==> src/rtl/regfile_pkg.sv <==
// Shared types and helpers for the 2-read / 1-write register file.
package regfile_pkg;

    // Default geometry of the register array.
    localparam int RF_DATA_W    = 32;
    localparam int RF_ADDR_W    = 3;
    localparam int NBYTES       = RF_DATA_W / 8;
    localparam int DEPTH        = 2 ** RF_ADDR_W;

    // Widest byte-enable vector byte_mask() can expand.
    localparam int RF_MAX_BYTES = 32;
    localparam int RF_MAX_W     = RF_MAX_BYTES * 8;

    typedef enum logic {
        RF_IDLE,
        RF_CLEAR
    } rf_state_t;

    // Expand a byte-enable vector into a bit mask, one byte of ones per set enable.
    // Callers zero-extend their enables and keep the low DATA_W bits of the result.
    function automatic logic [RF_MAX_W-1:0] byte_mask(input logic [RF_MAX_BYTES-1:0] be);
        logic [RF_MAX_W-1:0] m;
        for (int i = 0; i < RF_MAX_BYTES; i++) begin
            m[i*8 +: 8] = {8{be[i]}};
        end
        return m;
    endfunction

endpackage

==> src/rtl/register_file_2r1w_read_port.sv <==
// One combinational read path: array select, optional write bypass, optional zero register.
module regfile_read_port
    import regfile_pkg::*;
#(
    parameter int DATA_W   = 32,
    parameter int ADDR_W   = 3,
    parameter int BYPASS   = 1,
    parameter int ZERO_REG = 0
) (
    input  logic [DATA_W-1:0] mem [2**ADDR_W],
    input  logic [ADDR_W-1:0] r_addr,
    input  logic              byp_en,
    input  logic [ADDR_W-1:0] w_addr,
    input  logic [DATA_W-1:0] w_data,
    input  logic [DATA_W-1:0] w_mask,
    output logic [DATA_W-1:0] r_data
);

    // Stored value, overlaid by the in-flight write when bypassing; entry 0 forced last so it wins.
    always_comb begin
        r_data = mem[r_addr];
        if ((BYPASS != 0) && byp_en && (r_addr == w_addr)) begin
            r_data = (w_data & w_mask) | (mem[r_addr] & ~w_mask);
        end
        if ((ZERO_REG != 0) && (r_addr == '0)) begin
            r_data = '0;
        end
    end

endmodule

==> src/rtl/register_file_2r1w.sv <==
// General-purpose register array: byte-enabled write port, two combinational read
// ports, and a sequenced bulk-clear engine that zeroes one entry per cycle.
module register_file_2r1w
    import regfile_pkg::*;
#(
    parameter int DATA_W   = 32,
    parameter int ADDR_W   = 3,
    parameter int BYPASS   = 1,
    parameter int ZERO_REG = 0
) (
    input  logic                clk,
    input  logic                reset,
    input  logic                we,
    input  logic [ADDR_W-1:0]   wAddr,
    input  logic [DATA_W-1:0]   wData,
    input  logic [DATA_W/8-1:0] wBe,
    input  logic [ADDR_W-1:0]   rAddr0,
    output logic [DATA_W-1:0]   rData0,
    input  logic [ADDR_W-1:0]   rAddr1,
    output logic [DATA_W-1:0]   rData1,
    input  logic                clr,
    output logic                busy
);

    localparam int                BE_W      = DATA_W / 8;
    localparam int                ENTRIES   = 2 ** ADDR_W;
    localparam logic [ADDR_W-1:0] LAST_ADDR = ADDR_W'(ENTRIES - 1);

    rf_state_t                 state_q, state_d;
    logic [ADDR_W-1:0]         cnt_q, cnt_d;
    logic [DATA_W-1:0]         mem_q [ENTRIES];
    logic [DATA_W-1:0]         mem_d [ENTRIES];

    logic [RF_MAX_BYTES-1:0]   be_full;
    logic [RF_MAX_W-1:0]       mask_full;
    logic [DATA_W-1:0]         w_mask;
    logic                      idle_write;
    logic                      write_ok;

    // Expand the byte enables into a DATA_W-wide merge mask.
    always_comb begin
        be_full           = '0;
        be_full[BE_W-1:0] = wBe;
        mask_full         = byte_mask(be_full);
        w_mask            = mask_full[DATA_W-1:0];
    end

    if (DATA_W < RF_MAX_W) begin : g_mask_hi
        logic unused_mask_hi;
        assign unused_mask_hi = ^mask_full[RF_MAX_W-1:DATA_W];
    end

    // Writes (and bypass) only exist while idle; entry 0 is read-only when hardwired to zero.
    always_comb begin
        idle_write = we && (state_q == RF_IDLE);
        write_ok   = idle_write && !((ZERO_REG != 0) && (wAddr == '0));
    end

    // Clear sequencer: walk the counter from 0 to the last entry, then drop back to idle.
    always_comb begin
        state_d = state_q;
        cnt_d   = cnt_q;
        case (state_q)
            RF_IDLE: begin
                if (clr) begin
                    state_d = RF_CLEAR;
                    cnt_d   = '0;
                end
            end
            RF_CLEAR: begin
                if (cnt_q == LAST_ADDR) begin
                    state_d = RF_IDLE;
                    cnt_d   = '0;
                end else begin
                    cnt_d = cnt_q + ADDR_W'(1);
                end
            end
            default: begin
                state_d = RF_IDLE;
                cnt_d   = '0;
            end
        endcase
    end

    // Next array contents: clearing owns the array; otherwise merge the enabled write bytes.
    always_comb begin
        mem_d = mem_q;
        if (state_q == RF_CLEAR) begin
            mem_d[cnt_q] = '0;
        end else if (write_ok) begin
            mem_d[wAddr] = (wData & w_mask) | (mem_q[wAddr] & ~w_mask);
        end
    end

    // State, counter and storage registers; reset empties the whole array.
    always_ff @(posedge clk or posedge reset) begin
        if (reset) begin
            state_q <= RF_IDLE;
            cnt_q   <= '0;
            for (int i = 0; i < ENTRIES; i++) begin
                mem_q[i] <= '0;
            end
        end else begin
            state_q <= state_d;
            cnt_q   <= cnt_d;
            mem_q   <= mem_d;
        end
    end

    assign busy = (state_q == RF_CLEAR);

    regfile_read_port #(
        .DATA_W   (DATA_W),
        .ADDR_W   (ADDR_W),
        .BYPASS   (BYPASS),
        .ZERO_REG (ZERO_REG)
    ) u_read0 (
        .mem    (mem_q),
        .r_addr (rAddr0),
        .byp_en (idle_write),
        .w_addr (wAddr),
        .w_data (wData),
        .w_mask (w_mask),
        .r_data (rData0)
    );

    regfile_read_port #(
        .DATA_W   (DATA_W),
        .ADDR_W   (ADDR_W),
        .BYPASS   (BYPASS),
        .ZERO_REG (ZERO_REG)
    ) u_read1 (
        .mem    (mem_q),
        .r_addr (rAddr1),
        .byp_en (idle_write),
        .w_addr (wAddr),
        .w_data (wData),
        .w_mask (w_mask),
        .r_data (rData1)
    );

endmodule

==> config.mk <==
export PLATFORM = sky130hd
export DESIGN_NAME = register_file_2r1w
export DESIGN_NICKNAME = d
export VERILOG_FILES = /design/src/rtl/regfile_pkg.sv /design/src/rtl/register_file_2r1w_read_port.sv /design/src/rtl/register_file_2r1w.sv
export SDC_FILE = /design/constraint.sdc
export NUM_CORES = 1
export LEC_CHECK = 0
export ABC_AREA = 1
export BUFFER_PORTS_ARGS = -buffer_cell sky130_fd_sc_hd__buf_2
export CORE_MARGIN = 2
export CORE_UTILIZATION = 41
export DETAILED_ROUTE_END_ITERATION = 6
export PLACE_DENSITY_LB_ADDON = 0.2
export SETUP_SLACK_MARGIN = 0.1
export SYNTH_ARGS = -nofsm -noshare
export SYNTH_HDL_FRONTEND = slang
export SYNTH_SLANG_ARGS = --single-unit
==> constraint.sdc <==
create_clock -name clk -period 17.5 [get_ports clk]
set_clock_uncertainty 0.05 [all_clocks]
set_input_delay 0.875 -clock clk [delete_from_list [all_inputs] [get_ports clk]]
set_output_delay 0.875 -clock clk [all_outputs]
set_load 0.005 [all_outputs]
Word level (Yosys, flattened, before mapping)
Cells that the tools add are included.
Storage, ports and cells
  input bits: 49
  output and inout bits: 65
  register bits after elaboration: 260
Cells by class
  magnitude comparators: 6
  $add $sub $neg: 1
  equality and inequality tests: 4
  mux-type cells: 24
  bitwise gates (word level): 15
  reduce and logical (&&, ||, !) cells: 6
Operator list (count)
  2-to-1 mux 256 bit: 2
  2-to-1 mux 32 bit: 10
  binary-select mux 32 bit (select 3 bit): 3
  AND 256 bit: 1
  bitwise mux 256 bit: 1
  NOT 256 bit: 1
  demux 32 bit (select 3 bit): 2
  AND 32 bit: 4
  bitwise OR 32 bit: 3
  NOT 32 bit: 1
  greater-or-equal comparator 4 bit, second input constant: 4
  NOT 3 -> 4 bit: 4
  < comparator 4 x 1 -> 1 bit, second input constant: 2
  equality test 3 bit: 2
  2-to-1 mux 3 bit: 2
  case mux 3 bit (2 select lines): 1
  logical AND 1 bit: 5
  adder 3 x 1 -> 3 bit, second input constant: 1
  equality test 3 bit, second input constant: 1
  2-to-1 mux 1 bit: 2
  != test 2 bit, second input constant: 1
  case mux 1 bit (2 select lines): 1
  nonzero test 2 bit: 1
  NOT 1 bit: 1

Logic depth before layout (Yosys ltp)
  word-level depth: 9
  depth in mapped cells: 13

Modules after synthesis
A second synthesis with hierarchy kept.
Unflattened totals
  cell total of the unflattened synthesis: 3216
  area, all modules: 19454.9 µm²
By module, submodules not included
  register_file_2r1w: cells an instance 1782, sequential area each 6506.2 µm², area each 13023.7 µm², instances 1
  regfile_read_port: cells an instance 717, sequential area each 0.0 µm², area each 3215.6 µm², instances 2

Worst setup path after synthesis
Ideal clock, no wire load.
  kind: input-to-output
  start point: input wAddr[0]
  end point: output rData0[11]
  path buffers: 3
  path slack: 14.515 ns
  arrival time: 2.060 ns
  required time: 16.575 ns
  stages: 9
  cell sequence: buf_4 inv_4 buf_6 nor2_1 nor3_1 and2_1 inv_1 clkbuf_1 o21ai_0
On the way
  word-level cells in the longest chain between the ends: 3
RTL lines
  start: declaration: RTL line register_file_2r1w.sv:14  | input logic [ADDR_W-1:0] wAddr,
  equality test 3 bit: RTL line register_file_2r1w_read_port.sv:22  | if ((BYPASS != 0) && byp_en && (r_addr == w_addr)) begin
  logical AND 1 bit: RTL line register_file_2r1w_read_port.sv:22
  2-to-1 mux 32 bit: RTL line register_file_2r1w_read_port.sv:22
  end: declaration: RTL line register_file_2r1w.sv:18  | output logic [DATA_W-1:0] rData0,
No other way between the ends.

Worst setup path in the final report
  start point: input rAddr1[0]
  end point: output rData1[5]
On the way
  word-level cells in the longest chain between the ends: 7
  elaborated cells on any way between the ends: 9
  classes of those cells: eq/ne (1); mux (4); bitwise (3); reduce/logical (1)
RTL lines
  start: declaration: RTL line register_file_2r1w.sv:19  | input logic [ADDR_W-1:0] rAddr1,
  NOT 3 -> 4 bit (implied by the code): RTL line register_file_2r1w_read_port.sv:21, register_file_2r1w_read_port.sv:23
  binary-select mux 32 bit (select 3 bit): RTL line register_file_2r1w_read_port.sv:21, register_file_2r1w_read_port.sv:23
  2-to-1 mux 32 bit (implied by the code) (2 in series): RTL line register_file_2r1w_read_port.sv:21, register_file_2r1w_read_port.sv:23
  AND 32 bit: RTL line register_file_2r1w_read_port.sv:23  | r_data = (w_data & w_mask) | (mem[r_addr] & ~w_mask);
  bitwise OR 32 bit: RTL line register_file_2r1w_read_port.sv:23
  2-to-1 mux 32 bit *: RTL line register_file_2r1w_read_port.sv:22
  end: declaration: RTL line register_file_2r1w.sv:20  | output logic [DATA_W-1:0] rData1,
Mark *: on every way between the ends. The rest lies on a longest branch, timed or not. The select of a mux whose other input is x is not followed.

==> flow_summary.json <==
{
  "status": "finished clean",
  "ioPinCount": 114,
  "numPortBuffers": 113,
  "combPwrFrac_pct": 32.6,
  "postSynthRegisterBits": 260,
  "grt_overflow": 0,
  "max_freq_mhz": 194,
  "cap_viol_max_count": 0,
  "dpl_cell_area_sq_um": 18700,
  "maximum_number_of_pins_on_one_net_before_global_route_repair": 139,
  "hold_path_class": "input port to async pin",
  "series_of_cell_instances_along_the_critical_path": "buf_4, inv_2, buf_4, o22ai_1, a21oi_1, nand3_2, buf_4, nor2_1, nor2_1, nor2_1, buf_2",
  "routed_wire_length_per_instance_um": 21.5,
  "design.core.area_sq_um": 43000,
  "route.detailed.drc": 0,
  "most-common-layout-cells": "sky130_fd_sc_hd__nand2_1, sky130_fd_sc_hd__o21ai_0, sky130_fd_sc_hd__dfrtp_1, sky130_fd_sc_hd__a21oi_1, sky130_fd_sc_hd__inv_1",
  "critical_path.max_fanout": 91,
  "unrepaired_setup_endpoints_after_global_routing": "false",
  "root_buffer": "sky130_fd_sc_hd__clkbuf_16",
  "ir_drop_mv": 0.0727,
  "final.setup.tns_ns": 0,
  "hpwl_um": 43200,
  "synth.lib_cells_used.distinct": 35,
  "clock_sink_count": 260,
  "die_area_sq_um": 45100,
  "cp_data_arrival_time_ns": 4.23,
  "dr.first_iter.drc_count": 2527,
  "worstMarginPinSlew_ns": 1.08,
  "routing_usage_on_met2_pct": 51.8,
  "synth_top_flop_cell": "sky130_fd_sc_hd__dfrtp_1",
  "relSlewSlack_pct": 27.9,
  "clkPwrFrac_pct": 28.9,
  "h-tree-depth": 1,
  "setup_viol": 0,
  "path_class": "input port to output port",
  "worst_setup_path_end_kind": "output port",
  "worstSetupStartpointType": "input port",
  "number_of_antenna_violations_at_the_first_check_in_global_routing": 0,
  "ant_nets": 0,
  "cts-root-to-sink-buffers": 3,
  "postCtsHoldBufs": 0,
  "dp_worst_slack_ns": 12.36,
  "syn-mean-instance-area_sq_um": 6.18,
  "synth.yosys.warnings": 0,
  "postLayoutCellArea_sq_um": 19700,
  "power_per_cell_area_nw_per_um2": 114,
  "seq_area_frac_synth_pct": 36.5,
  "seqPwrFrac_pct": 38.5,
  "die_height_um": 212,
  "route.detailed.vias_per_inst": 5.87,
  "postRouteWirelength_um": 74700,
  "worst_slack_ns": 12.35,
  "area_growth_pct": 10.3,
  "critical_path_s_largest_stage_delay_ns": 0.66,
  "synth-edff-count": 0,
  "internal-power_mw": 1.33,
  "die_x_um": 212,
  "met3_usage_grt_pct": 6.96,
  "mostFrequentLayoutCell": "sky130_fd_sc_hd__nand2_1",
  "p_total_mw": 2.24,
  "post-cts-setup-buffers": 0,
  "crit_required_ns": 16.58,
  "number_of_global_route_vias_before_repair": 18800,
  "detail_route.first_pass.iterations": 6,
  "reg2regPathDepth": 8,
  "cpMaxStageDelayCell": "sky130_fd_sc_hd__buf_4",
  "grt_use_met1_pct": 44.2,
  "syn_inst": 2883,
  "post-route-min-period_ns": 5.15,
  "p_leak_nw": 9.71,
  "final_core_util_pct": 45.7,
  "start_util_pct": 41.5,
  "postSynthNetCount": 2934,
  "synth-async-reset-ratio_pct": 100,
  "grt_use_total_pct": 32.8,
  "clk_pin_slew_worst_paths_ns": 0.06,
  "ctsResizeCount": 0,
  "global_routing_s_busiest_layer": "met2",
  "num_rows": 76,
  "mapped_cell_area_sq_um": 17800,
  "switching_power_uw": 912,
  "via_count": 20300,
  "clock_tree_from_tritoncts": "done",
  "timing_hold_violations_final": 0,
  "antenna_cells_inserted": 0,
  "timing.final.crit_share_pct": 29.4,
  "cts_buffers": 31,
  "gp_congestion": 0.896,
  "fraction_of_power_spent_switching_nets_pct": 40.6,
  "clk-insertion-delay-late_ns": 0.60,
  "share_of_cells_above_drive_strength_1_pct": 8.32,
  "nets": 2910,
  "fill_cells": 4536,
  "grt_first_pass_wirelength_um": 113000,
  "slew_viol_final": 0
}
[worst paths after layout]
path,start,end,slack [ns]
worst max-delay path,rAddr1[0],rData1[5],12.35
worst min-delay path,reset,mem_q[154]$_DFFE_PP0P_,0.34
worst max register to register,busy$_DFF_PP0_,mem_q[92]$_DFFE_PP0P_,14.10
worst min register to register,mem_q[110]$_DFFE_PP0P_,mem_q[110]$_DFFE_PP0P_,0.43
max in group asynchronous,reset,mem_q[240]$_DFFE_PP0P_,15.64
min in group clk,mem_q[110]$_DFFE_PP0P_,mem_q[110]$_DFFE_PP0P_,0.43
[per-stage QoR]
stage | hold slack [ns] | instances
after floorplan | 0.399 | 2883
after global placement | 0.412 | 3411
after detailed placement | 0.416 | 3411
after CTS | 0.432 | 3468
after global routing | 0.433 | 3468
final | 0.340 | 3468
[kinds of logic after synthesis]
group	Yosys count	share of synthesized area, %
AO/OA/AOI/OAI	690	20.4
XOR/XNOR	2	0.0983
adder cells (fa/ha/maj)	2	0.140
buffers and inverters	366	8.34
flip-flops	260	36.5
AND/OR/NAND/NOR	1563	34.6
[power groups by stage]
stage	Sequential (mW)	Combinational (mW)	Clock, mW
floorplan	0.831	0.482	0
global placement	0.866	0.702	0
detailed placement	0.869	0.715	0
CTS	0.860	0.719	0.660
global route	0.883	0.807	0.683
finish	0.865	0.731	0.649
[flip-flops by register name, indices dropped and copies added (netlist names)]
register  cells
busy          1
cnt_q         3
mem_q       256
[worst max-delay path, delay by kind of cell]
| family | cells | cell delay [ns] |
|---|---|---|
| AO/OA/AOI/OAI | 2 | 0.29 |
| AND/OR/NAND/NOR | 4 | 0.71 |
| buffers and inverters | 5 | 2.30 |
[layer usage]
layer	part of all wire [%]	wire, um	vias up
li1	-	-	9272
met1	40	29600	9506
met2	44	33000	1338
met3	12	9120	226
met4	4.0	3000	0
met5	0	0	-
[cell type report]
cell class / instances / area, sq um / share of cell area, %
multi-input cells: 2257 / 9950 / 50.6
flip-flops and latches: 260 / 6510 / 33.1
clock buffers: 43 / 871 / 4.43
repair buffers: 147 / 843 / 4.29
well taps: 585 / 732 / 3.72
inverters: 162 / 621 / 3.16
clock inverters: 14 / 130 / 0.662
[synth_stat cells, types with 2 or more instances]
library cell                  n  area share, %
sky130_fd_sc_hd__clkinv_1     3          0.063
sky130_fd_sc_hd__a31oi_2      2           0.14
sky130_fd_sc_hd__nand3_1    138            3.9
sky130_fd_sc_hd__o22ai_1     22           0.77
sky130_fd_sc_hd__nor2_1     111            2.3
sky130_fd_sc_hd__nor3_1      24           0.67
sky130_fd_sc_hd__clkbuf_1   112            2.4
sky130_fd_sc_hd__xor2_1       2          0.098
sky130_fd_sc_hd__nand4_1      5           0.18
sky130_fd_sc_hd__ha_1         2           0.14
sky130_fd_sc_hd__nor2_2       2          0.070
sky130_fd_sc_hd__inv_2        7           0.15
sky130_fd_sc_hd__buf_4        3           0.13
sky130_fd_sc_hd__inv_1      151            3.2
sky130_fd_sc_hd__dfrtp_1    260             37
sky130_fd_sc_hd__o21ai_0    357             10
sky130_fd_sc_hd__a21oi_1    216            6.1
sky130_fd_sc_hd__buf_2       66            1.9
sky130_fd_sc_hd__nand3_2      5           0.28
sky130_fd_sc_hd__o21ai_1     44            1.2
sky130_fd_sc_hd__buf_6        2           0.13
sky130_fd_sc_hd__o211ai_1    44            1.9
sky130_fd_sc_hd__nand2_1   1265             27
sky130_fd_sc_hd__buf_1       20           0.42
sky130_fd_sc_hd__nand2_2     10           0.35
Power figures use the tool's default switching activity.
